--- src/rtl/fdp_reg_bank.sv ---
// fdp_reg_bank
//   Bank of CHANNELS independent WIDTH-bit registers. It replaces clusters of
//   FDP/FDR preset/clear flops and small counters. Each channel has a
//   synchronous preset (all ones) and a synchronous clear (zero). One selected
//   channel per cycle can also load, shift left or count up/down.
//
//   Priority per channel on each rising CK:
//     RST > SET_CH[c] > CLR_CH[c] > EN operation > hold
//
//   There is no handshake. EN is a plain per-cycle strobe: any input sampled
//   at an edge is reflected on Q/CO right after that edge, and EN may be held
//   high every cycle.
//
// Parameters
//   WIDTH      bits per channel (1..32)
//   CHANNELS   number of channels (1..16)
//   RESET_VAL  value every channel takes on RST, and its power-up value
//
// Ports
//   CK      clock, rising edge
//   RST     synchronous reset, active-high
//   EN      apply MODE to channel CH_SEL this cycle
//   CH_SEL  target channel for EN; out-of-range values select nothing
//   MODE    00 load D, 01 shift left (SI into bit 0), 10 count up, 11 count down
//   D       load data
//   SI      serial input for shift mode
//   SET_CH  per-channel preset to all ones
//   CLR_CH  per-channel clear to zero
//   Q       channel c at Q[c*WIDTH +: WIDTH]
//   nQ      bitwise inverse of Q
//   SO      MSB of channel CH_SEL; 0 when CH_SEL is out of range
//   CO      registered one-cycle wrap pulse per channel
module fdp_reg_bank #(
   parameter int                 WIDTH     = 8,
   parameter int                 CHANNELS  = 4,
   parameter logic [WIDTH-1:0]   RESET_VAL = '0,
   localparam int                SEL_W     = (CHANNELS > 1) ? $clog2(CHANNELS) : 1
) (
   input  logic                        CK,
   input  logic                        RST,
   input  logic                        EN,
   input  logic [SEL_W-1:0]            CH_SEL,
   input  logic [1:0]                  MODE,
   input  logic [WIDTH-1:0]            D,
   input  logic                        SI,
   input  logic [CHANNELS-1:0]         SET_CH,
   input  logic [CHANNELS-1:0]         CLR_CH,
   output logic [CHANNELS*WIDTH-1:0]   Q,
   output logic [CHANNELS*WIDTH-1:0]   nQ,
   output logic                        SO,
   output logic [CHANNELS-1:0]         CO
);

   localparam logic [1:0] MODE_LOAD  = 2'b00;
   localparam logic [1:0] MODE_SHIFT = 2'b01;
   localparam logic [1:0] MODE_UP    = 2'b10;
   localparam logic [1:0] MODE_DOWN  = 2'b11;

   for (genvar c = 0; c < CHANNELS; c++) begin : g_ch
      // Declaration initialisers give the power-up state, which matches reset.
      logic [WIDTH-1:0] val_r = RESET_VAL;
      logic             co_r  = 1'b0;
      logic [WIDTH-1:0] shl;
      logic [WIDTH-1:0] nxt;
      logic             wrap;
      logic             hit;

      if (WIDTH == 1) begin : g_sh1
         assign shl = SI;
      end else begin : g_shn
         assign shl = {val_r[WIDTH-2:0], SI};
      end

      // An out-of-range CH_SEL never equals any channel index, so EN is dropped.
      assign hit = EN && (CH_SEL == SEL_W'(c));

      always_comb begin
         nxt  = val_r;
         wrap = 1'b0;
         case (MODE)
            MODE_LOAD:  nxt = D;
            MODE_SHIFT: nxt = shl;
            MODE_UP: begin
               nxt  = val_r + WIDTH'(1);
               wrap = &val_r;
            end
            MODE_DOWN: begin
               nxt  = val_r - WIDTH'(1);
               wrap = ~|val_r;
            end
            default: ;
         endcase
      end

      // CO is cleared on every path except a wrapping EN operation, so it is a
      // single-cycle pulse that repeats only while the wrap condition repeats.
      always_ff @(posedge CK) begin
         if (RST) begin
            val_r <= RESET_VAL;
            co_r  <= 1'b0;
         end else if (SET_CH[c]) begin
            val_r <= '1;
            co_r  <= 1'b0;
         end else if (CLR_CH[c]) begin
            val_r <= '0;
            co_r  <= 1'b0;
         end else if (hit) begin
            val_r <= nxt;
            co_r  <= wrap;
         end else begin
            co_r  <= 1'b0;
         end
      end

      assign Q[c*WIDTH +: WIDTH] = val_r;
      assign CO[c]               = co_r;
   end

   assign nQ = ~Q;

   always_comb begin
      SO = 1'b0;
      for (int c = 0; c < CHANNELS; c++) begin
         if (CH_SEL == SEL_W'(c)) begin
            SO = Q[c*WIDTH + WIDTH - 1];
         end
      end
   end

endmodule

--- config.mk ---
export PLATFORM = sky130hd
export DESIGN_NAME = fdp_reg_bank
export DESIGN_NICKNAME = d
export VERILOG_FILES = /design/src/rtl/fdp_reg_bank.sv
export SDC_FILE = /design/constraint.sdc
export NUM_CORES = 1
export LEC_CHECK = 0
export CELL_PAD_IN_SITES_DETAIL_PLACEMENT = 2
export CELL_PAD_IN_SITES_GLOBAL_PLACEMENT = 2
export CORE_MARGIN = 3
export CORE_UTILIZATION = 24
export CTS_CLUSTER_SIZE = 24
export DETAILED_ROUTE_END_ITERATION = 12
export GPL_TIMING_DRIVEN = 0
export HOLD_SLACK_MARGIN = 0.15
export PLACE_DENSITY_LB_ADDON = 0.1
export SLEW_MARGIN = 20
export SYNTH_ARGS = -nofsm -noshare
export SYNTH_HDL_FRONTEND = slang
export SYNTH_SLANG_ARGS = --single-unit
--- constraint.sdc ---
create_clock -name CK -period 2.1 [get_ports CK]
set_clock_uncertainty 0.1 [all_clocks]
set_input_delay 0.21 -clock CK [delete_from_list [all_inputs] [get_ports CK]]
set_output_delay 0.21 -clock CK [all_outputs]
set_load 0.02 [all_outputs]
# Word level (Yosys, flattened, before mapping)
# Cells that the tools add are included.
# W data, S select, Z words.
# totals
reg_bits	36
input_bits	24
elab_cells	77
# classes
n_addsub	8
n_eq_ne	6
muxes	24
bitwise	5
n_reduce_logical	26
# op_table
op	n
$pmux W8 S4	4
$mux W8	12
$add A8 B1 Y8 const B	4
$not A32 Y32	1
$reduce_and A8 Y1	4
$reduce_or A8 Y1	4
$sub A8 B1 Y8 const B	4
$reduce_or A4 Y1	4
$reduce_bool A3 Y1	4
$eq A2 B2 Y1 const B	4
$pmux W1 S2	4
$eq A2 B1 Y1 const B	2
$logic_and A1 B1 Y1	4
$logic_not A1 Y1	4
$logic_not A2 Y1	2
$mux W1	4
$not A1 Y1	4

# Logic depth before layout (Yosys ltp)
# logic_depth
word_depth	5
mapped_depth	10
mapped_depth_nobuf	8

# Worst setup path before layout
# No wires, ideal clock.
# synth_timing
path_type	reg2reg
from	register g_ch[0].val_r[1]
to	register g_ch[0].val_r[2]
t_arrival_ns	2.168
t_required_ns	1.914
path_slack_ns	-0.255
stages_incl_launch_ff	8
path_buffers	0
period_less_slack_ns	2.355
path_cell_list	dfxtp_1 > inv_1 > xnor2_1 > ha_1 > mux2_1 > a22o_1 > a211o_1 > a221oi_2
# synth_between
elab_chain_cells	5
elab_cells_between_ends	6
# synth_rtl
item	line	rtl
from (decl)	61	logic [WIDTH-1:0] val_r = RESET_VAL;
from (signal assigned)	108	val_r <= nxt;
$sub A8 B1 Y8 / $add A8 B1 Y8 (equally long branches)	88, 84	
$pmux W8 S4 *	80	case (MODE)
$mux W8 *	107	end else if (hit) begin
$mux W8 *	104	end else if (CLR_CH[c]) begin
$mux W8 *	101	end else if (SET_CH[c]) begin
# Mark *: on every way between the ends. The rest lies on a longest branch, timed or not. The select of a mux whose other input is x is not followed.
# A chain may end at the register's enable or synchronous reset.

# Worst setup path in the final report
# layout_timing
from	input MODE[1]
to	register g_ch[3].val_r[6]
# layout_between
elab_chain_cells	5
elab_cells_between_ends	8
# layout_rtl
item	line	rtl
from (decl)	43	input logic [1:0] MODE,
$eq A2 B2 Y1 (tied with other cells)	80	
$pmux W8 S4 *	80	
$mux W8 *	107	
$mux W8 *	104	
$mux W8 *	101	
to (signal assigned)	108	
to (decl)	61	
# Marked as above.

==> metrics <==
run status=complete, no violations; filler cell count=1,574; Die Height=125 um; Max FO, Critical Path=10; Seq pwr share=30.6%; mux contribution to synthesized area=4.99%; PortBufs=89; Synth top area share=between 20% and 30%; initial antenna violation count=0; Synth Area in XOR/XNOR=between 4 and 5%; combinational power share=40.3%; Synth Area in Compound Gates=a little under 30%; CP peak stage delay=0.66 ns; pwr dens=542 nW/um2; final worst setup slack=0.0225 ns; DP HPWL=12,600 um; post-route setup TNS=0 ns; CP Cell Sequence=clkbuf_4 -> buf_8 -> buf_4 -> clkbuf_8 -> a21oi_1 -> a31oi_1 -> and2_1 -> a221o_1; first drt pass iteration count=6; library cells used by synthesis=77; Worst path slowest cell=a21oi_1; Iter 0 DRT Violations=approximately 260; Top delay family on crit path=compound AO/OA/AOI/OAI gates; Worst-path clk slew=0.06 ns; area of the die=roughly 16,000 um2; share of layout cells above drive strength 1=about 17%; largest family of logic cells by synthesized area=compound AO/OA/AOI/OAI gates; Routed Antenna Nets=0; floorplan die width=125 um; global-route wire length before repair=26,700 um; Seq cells post-synth=36; worst hold slack=0.361 ns; P_sw=1.01 mW; Arr. time, crit path=2.17 ns; crit path buf inv count=4; R2R Path End=g_ch[3].val_r[4]$_SDFFE_PP0P_; Tcrit/Tclk final=98.9%; largest net degree at the start of global routing=11; most common cell after layout, fill and taps aside=clkdlybuf4s50_1; H-tree Lvls=2; Post-Synth Adder-Cell Area=1.48%; sequential cell area=731 um2; leak pwr=1.80 nW; # Max-Cap Violations=0; Post-Route WL=approximately 17,000 um; Place WS=-0.933 ns; Register-to-Register Path Depth=9; post-synthesis async set-or-reset flop share=0%; Crit Path Class=input pin to flop; Final nets=597; hold path depth=2; # rows=42; RSZ-0062 raised after global routing=true; Mean Syn Cell Area=around 7.4 um2; clock network power share=between 20 and 30%; hold_sp=SET_CH[1]; final worst path period need=2.08 ns; vias in the first global route=4,350; crit start category=input pin; Placer Congestion=a little under 0.9; Simple-Gate Fraction of Synth Area=25.2%; routed len/inst=around 23 um; f_max=481 MHz; Yosys top cell by area=dfxtp_1; CTS max path bufs=2; Synth Flop Type=dfxtp_1; Critical Path RT=2.19 ns; Tot Pwr=about 2.6 mW; Final Hold Violating Endpoints=0; Final setup viols=0; hold crit path type=input pin to flop; Slew Limit Fails=0; TritonCTS buffer count=5; VDD IR max=approximately 220 uV; EDFF count, synth=0; DRC=0; Setup crit end kind=flop; Synth Instances=459; Clock Root Buffer=clkbuf_16; n_diodes=0; worst slew pin tran=0.854 ns; Core Area=about 14,000 um2; Int Power=1.61 mW; Sw Share=between 30% and 40%; routed via count=between 4,000 and 5,000; Syn-to-layout area delta=43.1%; I/O pin cnt=between 90 and 100; sequential element share of the synthesized area=21.3%; commonest non-fill, non-tap cells in the layout=clkdlybuf4s50_1 (86), a21oi_1 (59), nand2_1 (37); mapped cell area=3380 um2; clock sink total=36; yosys warns=0; GRT Util Overall=a little over a fifth; Syn Nets=slightly below 500; r2r setup slk=~0.030 ns; reg2reg start=g_ch[3].val_r[1]$_SDFFE_PP0P_; area occupied by multi-input gates=2270 um2; clk_lat worst skew=0.30 ns; CTS tree=done; Initial Util=25.0%; Hold Path Sink=g_ch[1].val_r[0]$_SDFFE_PP0P_; Vias per Instance=5.39; synth top area cells=dfxtp_1 (21%), a21oi_1 (8.7%), xnor2_1 (4.7%); grt total ovfl=0; Slew headroom=43.1%
==> power by group through the flow <==
stage	Clock [mW]	Combinational, mW	Sequential, mW
6_report	0.764	1.06	0.801
5_1_grt	0.814	1.14	0.810
4_1_cts	0.796	1.03	0.804
3_5_place_dp	0	1.00	0.821
3_3_place_gp	0	0.980	0.819
2_1_floorplan	0	0.526	0.852
==> logic make-up after synthesis <==
group,count (synthesis)
and+or+nand+nor,156
muxes,15
adders and majority gates,4
DFF,36
xor gates and xnor gates,19
buffers and inverters,81
AOI/OAI and AO/OA,148
==> per-layer routing <==
layer / wire length (um) / GRT usage, % / up-vias
met5: 0 / 0 / -
li1: - / - / 1872
met4: 295 / 6.51 / 0
met2: 8140 / 36.2 / 104
met1: 8260 / 29.9 / 2014
met3: 584 / 2.92 / 18
==> how the worst max path moves through the flow <==
stage,startpoint,endpoint,cells past startpoint,slack (ns)
2_1_floorplan,MODE[1],g_ch[0].val_r[2]$_SDFFE_PP0P_,9,-0.001
3_3_place_gp,MODE[1],g_ch[0].val_r[2]$_SDFFE_PP0P_,10,-0.89
3_5_place_dp,MODE[1],g_ch[0].val_r[2]$_SDFFE_PP0P_,10,-0.93
4_1_cts,g_ch[2].val_r[1]$_SDFFE_PP0P_,g_ch[2].val_r[4]$_SDFFE_PP0P_,9,0.008
5_1_grt,g_ch[3].val_r[1]$_SDFFE_PP0P_,g_ch[3].val_r[4]$_SDFFE_PP0P_,9,-0.08
6_report,MODE[1],g_ch[3].val_r[6]$_SDFFE_PP0P_,8,0.02
==> synthesized netlist by cell type, drive strengths merged, types with 5 or more instances <==
cell / instances
o22ai: 7
dfxtp: 36
nand2b: 6
nor4: 5
nand3: 14
nand2: 38
a211oi: 5
and2: 5
o21ai: 28
mux2: 5
xnor2: 18
a31oi: 6
clkbuf: 17
nor2: 29
nor3: 17
inv: 40
mux2i: 9
a21oi: 61
a311oi: 5
buf: 24
nand4: 11
==> sequential cells by signal (all words and copies together) (netlist names) <==
name,flops
g_ch.co_r,4
g_ch.val_r,32
==> worst reg2reg max path: stages, from the launching register on <==
cell        delay (ns)
dfxtp_4           0.38
clkinvlp_4        0.11
xnor2_1           0.14
ha_2              0.18
buf_4             0.15
or4_1             0.39
mux2i_1           0.18
xnor2_1           0.15
o21ai_1           0.08
a21oi_1           0.14
==> area by class of cell <==
type	instances	area share, %
buffer	41	7.03
clock buffer	6	2.66
inverter	40	3.18
multi-input combinational	342	46.9
sequential	36	15.1
tap	176	4.55
timing repair buffer	103	20.5
==> per-stage QoR <==
stage | utilization [%] | instances | cell area (um2)
2_1_floorplan | - | 459 | 3410
3_3_place_gp | 33.5 | 724 | 4520
3_5_place_dp | 33.5 | 724 | 4520
4_1_cts | 35.1 | 739 | 4740
5_1_grt | 35.8 | 744 | 4840
6_report | 35.8 | 744 | 4840
==> what timing repair did <==
item,in CTS,in global routing
hold buffers,1,0
setup buffers,8,5
setup endpoints to repair,25,17
hold endpoints to repair,3,0
pin swaps,1,6
resized for setup,14,21
(Power assumes the default switching activity.)
